**src/rtl/serial_subtractor_16bit.sv**
```systemverilog
// Multi-cycle subtractor: diff = a - b - bin, DIGIT bits per clock from LSB to MSB,
// ripple borrow held in a register, start/busy/done handshake.
module serial_subtractor_16bit #(
    parameter int unsigned WIDTH = 16,
    parameter int unsigned DIGIT = 4
) (
    input  logic             clk,
    input  logic             rst_n,
    input  logic             start,
    input  logic [WIDTH-1:0] a,
    input  logic [WIDTH-1:0] b,
    input  logic             bin,
    output logic             busy,
    output logic             done,
    output logic [WIDTH-1:0] diff,
    output logic             bout,
    output logic             ovf
);

    localparam int unsigned N  = WIDTH / DIGIT;
    localparam int unsigned CW = (N > 1) ? $clog2(N) : 1;
    localparam logic [CW-1:0] LAST = CW'(N - 1);

    typedef enum logic {IDLE, CALC} state_t;

    state_t           state;
    logic [WIDTH-1:0] op_a;
    logic [WIDTH-1:0] op_b;
    logic [WIDTH-1:0] acc;
    logic             brw;
    logic [CW-1:0]    k;

    logic [DIGIT-1:0] dd;
    logic             bo;
    logic [WIDTH-1:0] acc_next;

    // Operands shift right each step, so the current digit is always the low DIGIT bits;
    // the partial difference enters acc from the top and is fully aligned after N steps.
    always_comb begin
        {bo, dd} = {1'b0, op_a[DIGIT-1:0]} - {1'b0, op_b[DIGIT-1:0]} - {{DIGIT{1'b0}}, brw};
        acc_next = {dd, acc[WIDTH-1:DIGIT]};
    end

    always_ff @(posedge clk or negedge rst_n) begin
        if (!rst_n) begin
            state <= IDLE;
            op_a  <= '0;
            op_b  <= '0;
            acc   <= '0;
            brw   <= 1'b0;
            k     <= '0;
            busy  <= 1'b0;
            done  <= 1'b0;
            diff  <= '0;
            bout  <= 1'b0;
            ovf   <= 1'b0;
        end else begin
            done <= 1'b0;
            case (state)
                IDLE: begin
                    if (start) begin
                        op_a  <= a;
                        op_b  <= b;
                        brw   <= bin;
                        k     <= '0;
                        busy  <= 1'b1;
                        state <= CALC;
                    end
                end
                CALC: begin
                    op_a <= op_a >> DIGIT;
                    op_b <= op_b >> DIGIT;
                    acc  <= acc_next;
                    brw  <= bo;
                    k    <= k + CW'(1);
                    if (k == LAST) begin
                        // On the last digit op_a/op_b low digits hold the original sign bits.
                        diff  <= acc_next;
                        bout  <= bo;
                        ovf   <= (op_a[DIGIT-1] != op_b[DIGIT-1]) && (dd[DIGIT-1] != op_a[DIGIT-1]);
                        done  <= 1'b1;
                        busy  <= 1'b0;
                        state <= IDLE;
                    end
                end
                default: state <= IDLE;
            endcase
        end
    end

endmodule

```
**config.mk**
```make
export PLATFORM = sky130hd
export DESIGN_NAME = serial_subtractor_16bit
export DESIGN_NICKNAME = d
export VERILOG_FILES = /design/src/rtl/serial_subtractor_16bit.sv
export SDC_FILE = /design/constraint.sdc
export NUM_CORES = 1
export LEC_CHECK = 0
export ABC_AREA = 1
export BUFFER_PORTS_ARGS = -buffer_cell sky130_fd_sc_hd__buf_2
export CAP_MARGIN = 20
export CORE_ASPECT_RATIO = 1.1
export CORE_UTILIZATION = 55
export DETAILED_ROUTE_END_ITERATION = 6
export PLACE_DENSITY = 0.79
export SLEW_MARGIN = 40
export SYNTH_ARGS = -nofsm -noshare
export SYNTH_HDL_FRONTEND = slang
export SYNTH_SLANG_ARGS = --single-unit
```
**constraint.sdc**
```tcl
create_clock -name clk -period 3.4 [get_ports clk]
set_input_delay 0.17 -clock clk [delete_from_list [all_inputs] [get_ports clk]]
set_output_delay 0.17 -clock clk [all_outputs]
set_load 0.03 [all_outputs]
```
Word-level counts from Yosys, hierarchy flattened --
Cells that the tools add are included.
Word-level totals: bits of input ports 36, output and inout port bits 20, bits in registers 72
Cells by class: bitwise operators 1, reduce and logical (&&, ||, !) cells 3, $add $sub $neg 3, muxes and demuxes 16, equal/unequal tests 5
Operators by type and width (number):
- $pmux 16 s2 | 2
- $mux 16 | 2
- $mux 1 | 7
- $pmux 1 s2 | 3
- $sub 4x4->5 | 1
- $sub 5x1->5 | 1
- $pmux 2 s2 | 1
- $reduce_and 2->1 | 2
- $add 2x1->2 const B | 1
- $eq 2x2->1 const B | 1
- $mux 2 | 1
- $ne 1x1->1 | 2
- $ne 2x1->1 const B | 1
- $ne 2x2->1 const B | 1
- $logic_and 1x1->1 | 1
- $not 1->1 | 1

Longest topological paths before layout --
Gate-level depths: netlist of the first run.
depth after elaboration 4, mapped depth 10, mapped depth without buffers 10

Least setup slack after synthesis of the first run --
OpenSTA, ideal clock, no wires.
path kind reg2reg, from reg op_a[0], to reg ovf, slack 1.567 ns, buffers on the path 0, setup time 0.117 ns, arrival time 1.716 ns, stages on the path, launching flop included 10, cell sequence dfrtp_1 fa_1 inv_1 ha_1 o21ai_0 nand2_1 nand2_1 nand3_1 nand3_1 nand2_1
On the way: word-level cells in the longest chain between the ends 4
Ends and longest elaborated chain:
- start, declared | line 27 | logic [WIDTH-1:0] op_a;
- start signal, assigned | line 71 | op_a <= op_a >> DIGIT;
- $sub 4x4->5 | line 40 | {bo, dd} = {1'b0, op_a[DIGIT-1:0]} - {1'b0, op_b[DIGIT-1:0]} - {{DIGIT{1'b0}}, brw};
- $sub 5x1->5 | line 40
- $ne 1x1->1 | line 80 | ovf <= (op_a[DIGIT-1] != op_b[DIGIT-1]) && (dd[DIGIT-1] != op_a[DIGIT-1]);
- $logic_and 1x1->1 | line 80
- end signal, assigned | line 80
- end, declared | line 17 | output logic ovf
Every way passes these cells. A chain may end at the register's enable or synchronous reset.

Worst setup path in the final report of the first run --
Ends and elaborated chain as after synthesis.

==> results of run 1 <==
==> worst paths after layout <==
| check | depth (start not counted) | to | from | slack [ns] |
|---|---|---|---|---|
| max | 9 | ovf$_DFFE_PN0P_ | op_a[0]$_DFFE_PN0P_ | 1.37 |
| min | 3 | op_b[14]$_DFFE_PN0P_ | b[14] | 0.03 |
| max reg2reg | 9 | ovf$_DFFE_PN0P_ | op_a[0]$_DFFE_PN0P_ | 1.37 |
| min reg2reg | 2 | diff[3]$_DFFE_PN0P_ | diff[3]$_DFFE_PN0P_ | 0.48 |
| max in group asynchronous | 3 | state$_DFF_PN0_ | rst_n | 2.51 |
| min in group asynchronous | 3 | acc[4]$_DFFE_PN0P_ | rst_n | 0.44 |
==> layer usage <==
metal  part of all wire (%)  vias to the layer above  GRT usage, %
li1                       -                     1110             -
met1                     44                     1091          28.1
met2                     50                       65          39.1
met3                    4.3                       10          4.36
met4                    1.9                        0          11.8
met5                      0                        -             0
==> power breakdown <==
group          internal [mW]  leakage, nW  switching (mW)
combinational          0.505        0.819           0.925
sequential              1.15        0.875           0.211
clock                  0.507        0.122           0.300
==> repair_timing <==
action	4_1_cts	5_1_grt
endpoints found under the hold margin	0	68
hold buffers	0	1
setup endpoints to repair	0	0
setup buffers	0	0
==> worst max-delay path, cell delays in order (launching register included) <==
cell and delay (ns):
dfrtp_1 0.42, fa_1 0.57, inv_1 0.05, ha_1 0.16, o21ai_0 0.30, nand2_1 0.12, nand2_1 0.10, nand3_1 0.07
nand3_1 0.08, nand2_1 0.05
==> cells by family after synthesis <==
kind of cell | share of synthesized area [%]
compound gates | 8.79
buf+inv | 6.24
simple gates | 20.7
fa+ha+maj | 4.42
xor+xnor | 0.910
flops | 58.9
==> cells in the mapped netlist, types with 3 or more instances <==
cell type,n
nand2_1,119
dfrtp_1,68
o21ai_0,27
inv_1,23
nand3_1,23
a22o_1,7
buf_2,7
ha_1,7
o211ai_1,6
nor2_1,5
buf_4,3
clkbuf_1,3
==> metrics by stage <==
step	cell area (um^2)	setup WS [ns]	util, %	total power [mW]
after floorplan	2890	1.57	-	2.42
after global placement	3180	1.42	63.2	2.74
after detailed placement	3180	1.37	63.2	2.81
after CTS	3430	1.34	68.1	3.63
after global routing	3440	1.15	68.4	3.90
final	3440	1.37	68.4	3.59
==> cell type report <==
cell class,count,share of cell area (%)
Sequential cell,68,49.5
Clock inverter,6,3.23
Tap cell,58,2.11
Clock buffer,10,4.00
Timing Repair Buffer,59,9.05
Inverter,26,2.91
Multi-Input combinational cell,204,29.3
==> sequential cells by signal, indices dropped and copies added, names as in the netlist <==
name and flops:
busy 1, brw 1, acc 12, done 1, state 1, k 2, bout 1, op_b 16
ovf 1, diff 16, op_a 16
==> impl_metrics.tcl, run 1 <==
set metrics [dict create \
    path_clk_slew_ns 0.08 \
    die-area_um2 5550 \
    wire_per_inst_um 13.0 \
    ys_ff_latch 68 \
    status "complete, but fails checks" \
    ys_seq_area_share_pct 58.9 \
    ios 56 \
    irDropWorstVdd_uv 442 \
    grt_setup_unrepaired "false" \
    dp.cells 414 \
    drc 2 \
    timing.final.crit_share_pct 59.8 \
    dp_hpwl_mm 3.77 \
    power_density_nw_per_um2 1040 \
    slew_viol_final 0 \
    initial_core_util_pct 57.4 \
    worst_pin_slew_ns 0.660 \
    ys.flop_type "dfrtp_1" \
    critPathRequiredTime_ns 3.63 \
    layout.cells.non_filler 431 \
    synth_cell_types 23 \
    ctsLongestPathBuffers 2 \
    p_leak_nw 1.82 \
    clock_skew_ns 0.0102 \
    startpoint_type "flip-flop" \
    grt_pass1_wl_mm 9.76 \
    path_max_fanout 3 \
    hp-class "in -> reg" \
    fin_nets 413 \
    drtAntennaViolNets 0 \
    netlist_instances 312 \
    multiInputGateArea_um2 1010 \
    max-slew-margin-rel_pct 56.0 \
    syn_nets 357 \
    firstDrtPassIters 6 \
    cts_tree "built" \
    post-synth-top-area-fraction_pct 58.9 \
    die_y_um 78.0 \
    place.gp.congestion 0.727 \
    clock_latency_ns 0.34 \
    vias_per_cell 5.28 \
    drive_gt1_share_pct 21.4 \
    setup_viol 0 \
    final_cell_mix "nand2_1, dfrtp_1, buf_2, o21ai_0" \
    die_w_um 71.1 \
    yosysTopAreaCell "dfrtp_1" \
    synth.area.top_cells "dfrtp_1, nand2_1, o21ai_0" \
    crit_type "reg -> reg" \
    cp.arrival_ns 2.26 \
    finalHoldViolCount 0 \
    synth_area_per_cell_um2 9.26 \
    yosysWarnings 0 \
    core-area_um2 5030 \
    fin_crit_ns 2.03 \
    fin_setup_tns_ns 0 \
    root_buffer "clkbuf_8" \
    postRouteWirelength_mm 5.59 \
    violations "DRC" \
    final_common_cell "nand2_1" \
    h-tree-depth 3 \
    antenna_found_initial 0 \
    portBuffers 55 \
    drt_iter0_drc 105 \
    whs_ns 0.0287 \
    grt_pass1_vias 2244 \
    n_antenna_cell 0 \
    fill_cells 411 \
    drv_cap 0 \
    seq_area_um2 1700 \
    synth_area_um2 2890 \
    cts.repair.resized 0 \
    fmax_mhz 492 \
    rows 27 \
    overflow 0 \
    cts_buffers 9 \
    synth_edf_count 0 \
    grt_max_degree 69 \
    clkSinkCount 68 \
    vias 2276 \
    grt_usage_pct 23.1 \
    areaGrowthSynthToFinish_pct 19.2 \
    async_flop_share_pct 100 \
    crit_path_end_kind "flip-flop" \
]
Power figures use the tool's default switching activity.
==> run 2: changes to the inputs <==
--- a/config.mk
+++ b/config.mk
@@ -9,9 +9,9 @@
 export BUFFER_PORTS_ARGS = -buffer_cell sky130_fd_sc_hd__buf_2
 export CAP_MARGIN = 20
 export CORE_ASPECT_RATIO = 1.1
-export CORE_UTILIZATION = 55
+export CORE_UTILIZATION = 54
 export DETAILED_ROUTE_END_ITERATION = 6
-export PLACE_DENSITY = 0.79
+export PLACE_DENSITY = 0.78
 export SLEW_MARGIN = 40
 export SYNTH_ARGS = -nofsm -noshare
 export SYNTH_HDL_FRONTEND = slang
==> constraint.sdc (replaced) <==
create_clock -name clk -period 2.1 [get_ports clk]
set_input_delay 0.105 -clock clk [delete_from_list [all_inputs] [get_ports clk]]
set_output_delay 0.105 -clock clk [all_outputs]
set_load 0.03 [all_outputs]
==> run 2 against run 1 <==
Against the previous run:
- the flow now finishes without violations
- highest routed layer unchanged
- critical path type unchanged
- design area increased by 8.7%
- largest power group unchanged
- sequential share of layout area shrank 4.0 points
- clock-buffer cell count is 4 higher
- cell count rose by 8.1%
- largest cell class unchanged
- utilization up 5.5 points
- die area grew 1.8%
- total power increased by 59%
==> impl_metrics.tcl, run 2 (same netlist as run 1, synthesis figures left out) <==
set metrics [dict create \
    status "finished, final reports clean" \
    fin_setup_tns_ns 0 \
    r2r-end "ovf$_DFFE_PN0P_" \
    crit_type "reg -> reg" \
    grt_util_met3_pct 5.96 \
    drtAntennaViolNets 0 \
    drv_cap 0 \
    grt.met1_usage_pct 30.6 \
    crit_path_end_kind "flip-flop" \
    p_seq_share_pct 37.5 \
    setup_viol 0 \
    final_common_cell "nand2_1" \
    reg.largest.list "diff x16, op_a x16, op_b x16" \
    grt_pass1_vias 2405 \
    hold_start "a[0]" \
    cts_buffers 9 \
    grt_max_degree 35 \
    root_buffer "clkbuf_8" \
    worstRegToRegCells 9 \
    grt_setup_unrepaired "false" \
    areaGrowthSynthToFinish_pct 29.6 \
    fin_nets 449 \
    irDropWorstVdd_uv 766 \
    whs_ns 0.0240 \
    dp.cells 419 \
    rrSetupSlack_ns 0.19 \
    crit_family "adder cells" \
    max_stage_delay_ns 0.56 \
    postRouteWirelength_mm 6.47 \
    layout.cells.non_filler 466 \
    core-area_um2 5070 \
    cp.arrival_ns 2.14 \
    initial_core_util_pct 57.0 \
    path_cells "fa_1, inv_1, ha_1, o21ai_2, nand2_1, nand2_1, nand3_1, nand3_1, nand2_1" \
    clock_latency_ns 0.33 \
    rows 27 \
    drive_gt1_share_pct 20.1 \
    place.gp.congestion 0.848 \
    worst_pin_slew_ns 0.588 \
    switching_share_pct 40.7 \
    power.internal_mw 3.38 \
    fmax_mhz 523 \
    drt_iter0_drc 199 \
    final_cell_mix "nand2_1, dfrtp_1, buf_2, dlygate4sd3_1, o21ai_0" \
    power_frac_clock_pct 19.3 \
    power_density_nw_per_um2 1520 \
    busiest_layer "met2" \
    postPlaceCellArea_um2 3220 \
    clock_skew_ns 0.00743 \
    antenna_found_initial 0 \
    dp_hpwl_mm 3.77 \
    path_max_fanout 3 \
    overflow 0 \
    p_sw_mw 2.32 \
    slowest_stage "fa_1" \
    fin_crit_ns 1.91 \
    die-area_um2 5650 \
    drc 0 \
    portBuffers 55 \
    hp-class "in -> reg" \
    vias_per_cell 5.18 \
    timing.final.crit_share_pct 91.0 \
    pre_cts_slack_ns 0.0701 \
    ctsLongestPathBuffers 2 \
    path_clk_slew_ns 0.07 \
    h-tree-depth 3 \
    die_w_um 71.7 \
    cts_setup_buffers 0 \
    holdPathEnd "op_a[0]$_DFFE_PN0P_" \
    worst_path_most_repeated_cell "nand2_1" \
    p_leak_nw 1.95 \
    use_met2_pct 44.3 \
    startpoint_type "flip-flop" \
    grt_usage_pct 25.8 \
    clkSinkCount 68 \
    firstDrtPassIters 4 \
    holdPathStages 3 \
    cts_tree "built" \
    n_antenna_cell 0 \
    fill_cells 375 \
    ios 56 \
    grt_pass1_wl_mm 10.9 \
    worst_slack_ns 0.188 \
    final_area_um2 3740 \
    die_y_um 78.7 \
    finalHoldViolCount 0 \
    critPathBufInv 1 \
    vias 2412 \
    slew_viol_final 0 \
    combPwrFrac_pct 43.2 \
    wire_per_inst_um 13.9 \
    reg2reg_from "op_a[0]$_DFFE_PN0P_" \
    critPathRequiredTime_ns 2.32 \
    max-slew-margin-rel_pct 60.8 \
]
run 2: cell type report:
| cell class | count | area, um^2 | share of cell area, % |
|---|---|---|---|
| clock buffers | 14 | 173 | 4.61 |
| repair buffers | 95 | 656 | 17.5 |
| flip-flops and latches | 68 | 1700 | 45.5 |
| multi-input cells | 204 | 1010 | 27.0 |
| well taps | 58 | 72.6 | 1.94 |
| clock inverters | 1 | 30.0 | 0.802 |
| inverters | 26 | 100 | 2.67 |
run 2: what timing repair did:
| item | CTS | global route |
|---|---|---|
| resized for setup | 0 | 2 |
| hold buffers | 32 | 0 |
| setup endpoints to repair | 0 | 3 |
| hold endpoints to repair | 56 | 0 |
run 2: how the worst max path moves through the flow:
| stage | startpoint | depth (start not counted) | endpoint |
|---|---|---|---|
| floorplan | op_a[0]$_DFFE_PN0P_ | 9 | ovf$_DFFE_PN0P_ |
| global placement | op_a[0]$_DFFE_PN0P_ | 9 | ovf$_DFFE_PN0P_ |
| detailed placement | op_a[0]$_DFFE_PN0P_ | 9 | ovf$_DFFE_PN0P_ |
| CTS | op_a[0]$_DFFE_PN0P_ | 9 | ovf$_DFFE_PN0P_ |
| global route | op_a[0]$_DFFE_PN0P_ | 8 | diff[15]$_DFFE_PN0P_ |
| finish | op_a[0]$_DFFE_PN0P_ | 9 | ovf$_DFFE_PN0P_ |
run 2: worst register-to-register path: stages (launching register included):
cell	delay [ns]
dfrtp_1	0.40
fa_1	0.56
inv_1	0.05
ha_1	0.18
o21ai_2	0.20
nand2_1	0.10
nand2_1	0.10
nand3_1	0.08
nand3_1	0.09
nand2_1	0.05
run 2: power groups by stage:
stage | Clock, mW | Combinational (mW) | Sequential [mW]
finish | 1.10 | 2.47 | 2.14
global route | 1.18 | 2.80 | 2.21
global placement | 0 | 2.27 | 2.14
CTS | 1.13 | 2.43 | 2.14
detailed placement | 0 | 2.37 | 2.16
floorplan | 0 | 1.48 | 2.44
run 2: metal layers:
metal  part of all wire [%]  vias to the layer above
met5                      0                        -
met3                    4.3                       15
met2                     51                       76
met4                    2.4                        0
li1                       -                     1184
met1                     42                     1137
run 2: per-stage QoR:
step / power (mW) / utilization [%]
after CTS: 5.69 / 73.8
after floorplan: 3.91 / -
final: 5.71 / 73.9
after global routing: 6.19 / 73.9
after detailed placement: 4.53 / 63.5
after global placement: 4.41 / 63.5
==> run 3: changes to the inputs <==
==> constraint.sdc (replaced) <==
create_clock -name clk -period 2.1 [get_ports clk]
set_input_delay 0.42 -clock clk [delete_from_list [all_inputs] [get_ports clk]]
set_output_delay 0.42 -clock clk [all_outputs]
set_load 0.03 [all_outputs]
==> run 3 against run 2 <==
Against the previous run:
- clock skew increased by 0.0019 ns
- global-route usage decreased by 3.5 points
- wire length decreased by 14%
- clock-buffer cell count decreased by 3
- clock power increased by 9%
- largest cell class unchanged
- combinational power decreased by 3%
- via count decreased by 6.8%
==> impl_metrics.tcl, run 3 (same netlist as run 1, synthesis figures left out) <==
set metrics [dict create \
    status "finished, final reports clean" \
    drt_iter0_drc 145 \
    fmax_mhz 501 \
    grt.met1_usage_pct 28.0 \
    drc 0 \
    cts_tree "built" \
    timing.final.crit_share_pct 95.0 \
    postRouteWirelength_mm 5.59 \
    grt_max_degree 49 \
    r2r-end "ovf$_DFFE_PN0P_" \
    rrSetupSlack_ns 0.10 \
    path_max_fanout 3 \
    die_w_um 71.7 \
    ios 56 \
    startpoint_type "flip-flop" \
    die-area_um2 5650 \
    clock_skew_ns 0.00934 \
    grt_usage_pct 22.3 \
    drtAntennaViolNets 0 \
    fin_nets 415 \
    postPlaceCellArea_um2 3210 \
    worst_pin_slew_ns 0.513 \
    use_met2_pct 37.2 \
    core-area_um2 5070 \
    finalHoldViolCount 0 \
    grt_setup_unrepaired "false" \
    vias_per_cell 5.20 \
    busiest_layer "met2" \
    rows 27 \
    clkSinkCount 68 \
    fin_crit_ns 2.00 \
    wire_per_inst_um 12.9 \
    critPathRequiredTime_ns 2.32 \
    setup_viol 0 \
    root_buffer "clkbuf_8" \
    firstDrtPassIters 4 \
    grt_util_met3_pct 3.55 \
    dp_hpwl_mm 3.77 \
    overflow 0 \
    path_clk_slew_ns 0.07 \
    place.gp.congestion 0.836 \
    final_area_um2 3440 \
    grt_pass1_vias 2185 \
    vias 2247 \
    hp-class "in -> async" \
    antenna_found_initial 0 \
    areaGrowthSynthToFinish_pct 19.0 \
    portBuffers 55 \
    initial_core_util_pct 57.0 \
    max-slew-margin-rel_pct 65.7 \
    die_y_um 78.7 \
    crit_type "reg -> reg" \
    h-tree-depth 3 \
    cp.arrival_ns 2.22 \
    p_leak_nw 1.82 \
    crit_path_end_kind "flip-flop" \
    irDropWorstVdd_uv 861 \
    reg2reg_from "op_a[0]$_DFFE_PN0P_" \
    reg.largest.list "diff x16, op_a x16, op_b x16" \
    fin_setup_tns_ns 0 \
    worstRegToRegCells 9 \
    n_antenna_cell 0 \
    fill_cells 406 \
    final_cell_mix "nand2_1, dfrtp_1, buf_2, o21ai_0" \
    grt_pass1_wl_mm 9.60 \
    cts_buffers 9 \
    clock_latency_ns 0.34 \
    slew_viol_final 0 \
    ctsLongestPathBuffers 2 \
    final_common_cell "nand2_1" \
    drive_gt1_share_pct 21.7 \
    power_density_nw_per_um2 1670 \
    cts_setup_buffers 0 \
    drv_cap 0 \
]
-- run 3: cell type report --
class	count	area [um^2]	area share (%)
multi-input cells	204	1010	29.3
inverters	26	100	2.91
clock inverters	4	72.6	2.11
repair buffers	61	333	9.68
well taps	58	72.6	2.11
clock buffers	11	151	4.40
flip-flops and latches	68	1700	49.5
-- run 3: worst max-delay path, stage by stage (launching register included) --
cell and delay, ns:
dfrtp_1 0.40, fa_1 0.57, inv_1 0.05, ha_1 0.18, o21ai_1 0.24, nand2_1 0.13
nand2_1 0.11, nand3_1 0.08, nand3_1 0.09, nand2_1 0.05
-- run 3: metrics by stage --
stage / worst slack (ns) / util, % / power (mW) / instances / hold WS [ns]
after floorplan: 0.267 / - / 3.91 / 312 / 0.124
after global placement: 0.190 / 63.4 / 4.42 / 417 / 0.405
after detailed placement: 0.0428 / 63.4 / 4.56 / 417 / 0.417
after CTS: 0.0277 / 67.9 / 5.77 / 432 / 0.0502
after global routing: 0.0340 / 67.9 / 6.17 / 432 / 0.0781
final: 0.105 / 67.9 / 5.73 / 432 / 0.0374
-- run 3: worst max path at each step --
stage	start	endpoint	depth (start not counted)
final	op_a[0]$_DFFE_PN0P_	ovf$_DFFE_PN0P_	9
after global placement	op_a[0]$_DFFE_PN0P_	ovf$_DFFE_PN0P_	9
after floorplan	op_a[0]$_DFFE_PN0P_	ovf$_DFFE_PN0P_	9
after CTS	op_a[0]$_DFFE_PN0P_	ovf$_DFFE_PN0P_	9
after global routing	op_a[0]$_DFFE_PN0P_	acc[15]$_DFFE_PN0P_	8
after detailed placement	op_a[0]$_DFFE_PN0P_	ovf$_DFFE_PN0P_	9
-- run 3: what timing repair did --
item | CTS | global route
hold buffers | 0 | 0
gates resized for setup | 0 | 1
setup endpoints to repair | 0 | 3
-- run 3: report_power, final --
part           total, mW  switching (mW)  internal [mW]
Combinational       2.40            1.56          0.842
Sequential          2.14           0.286           1.85
Clock               1.20           0.471          0.725
Total               5.73            2.31           3.42
-- run 3: routing by layer --
metal | wire, um | vias to the layer above
li1 | - | 1108
met1 | 2490 | 1066
met2 | 2820 | 71
met3 | 269 | 2
met4 | 23 | 0
met5 | 0 | -
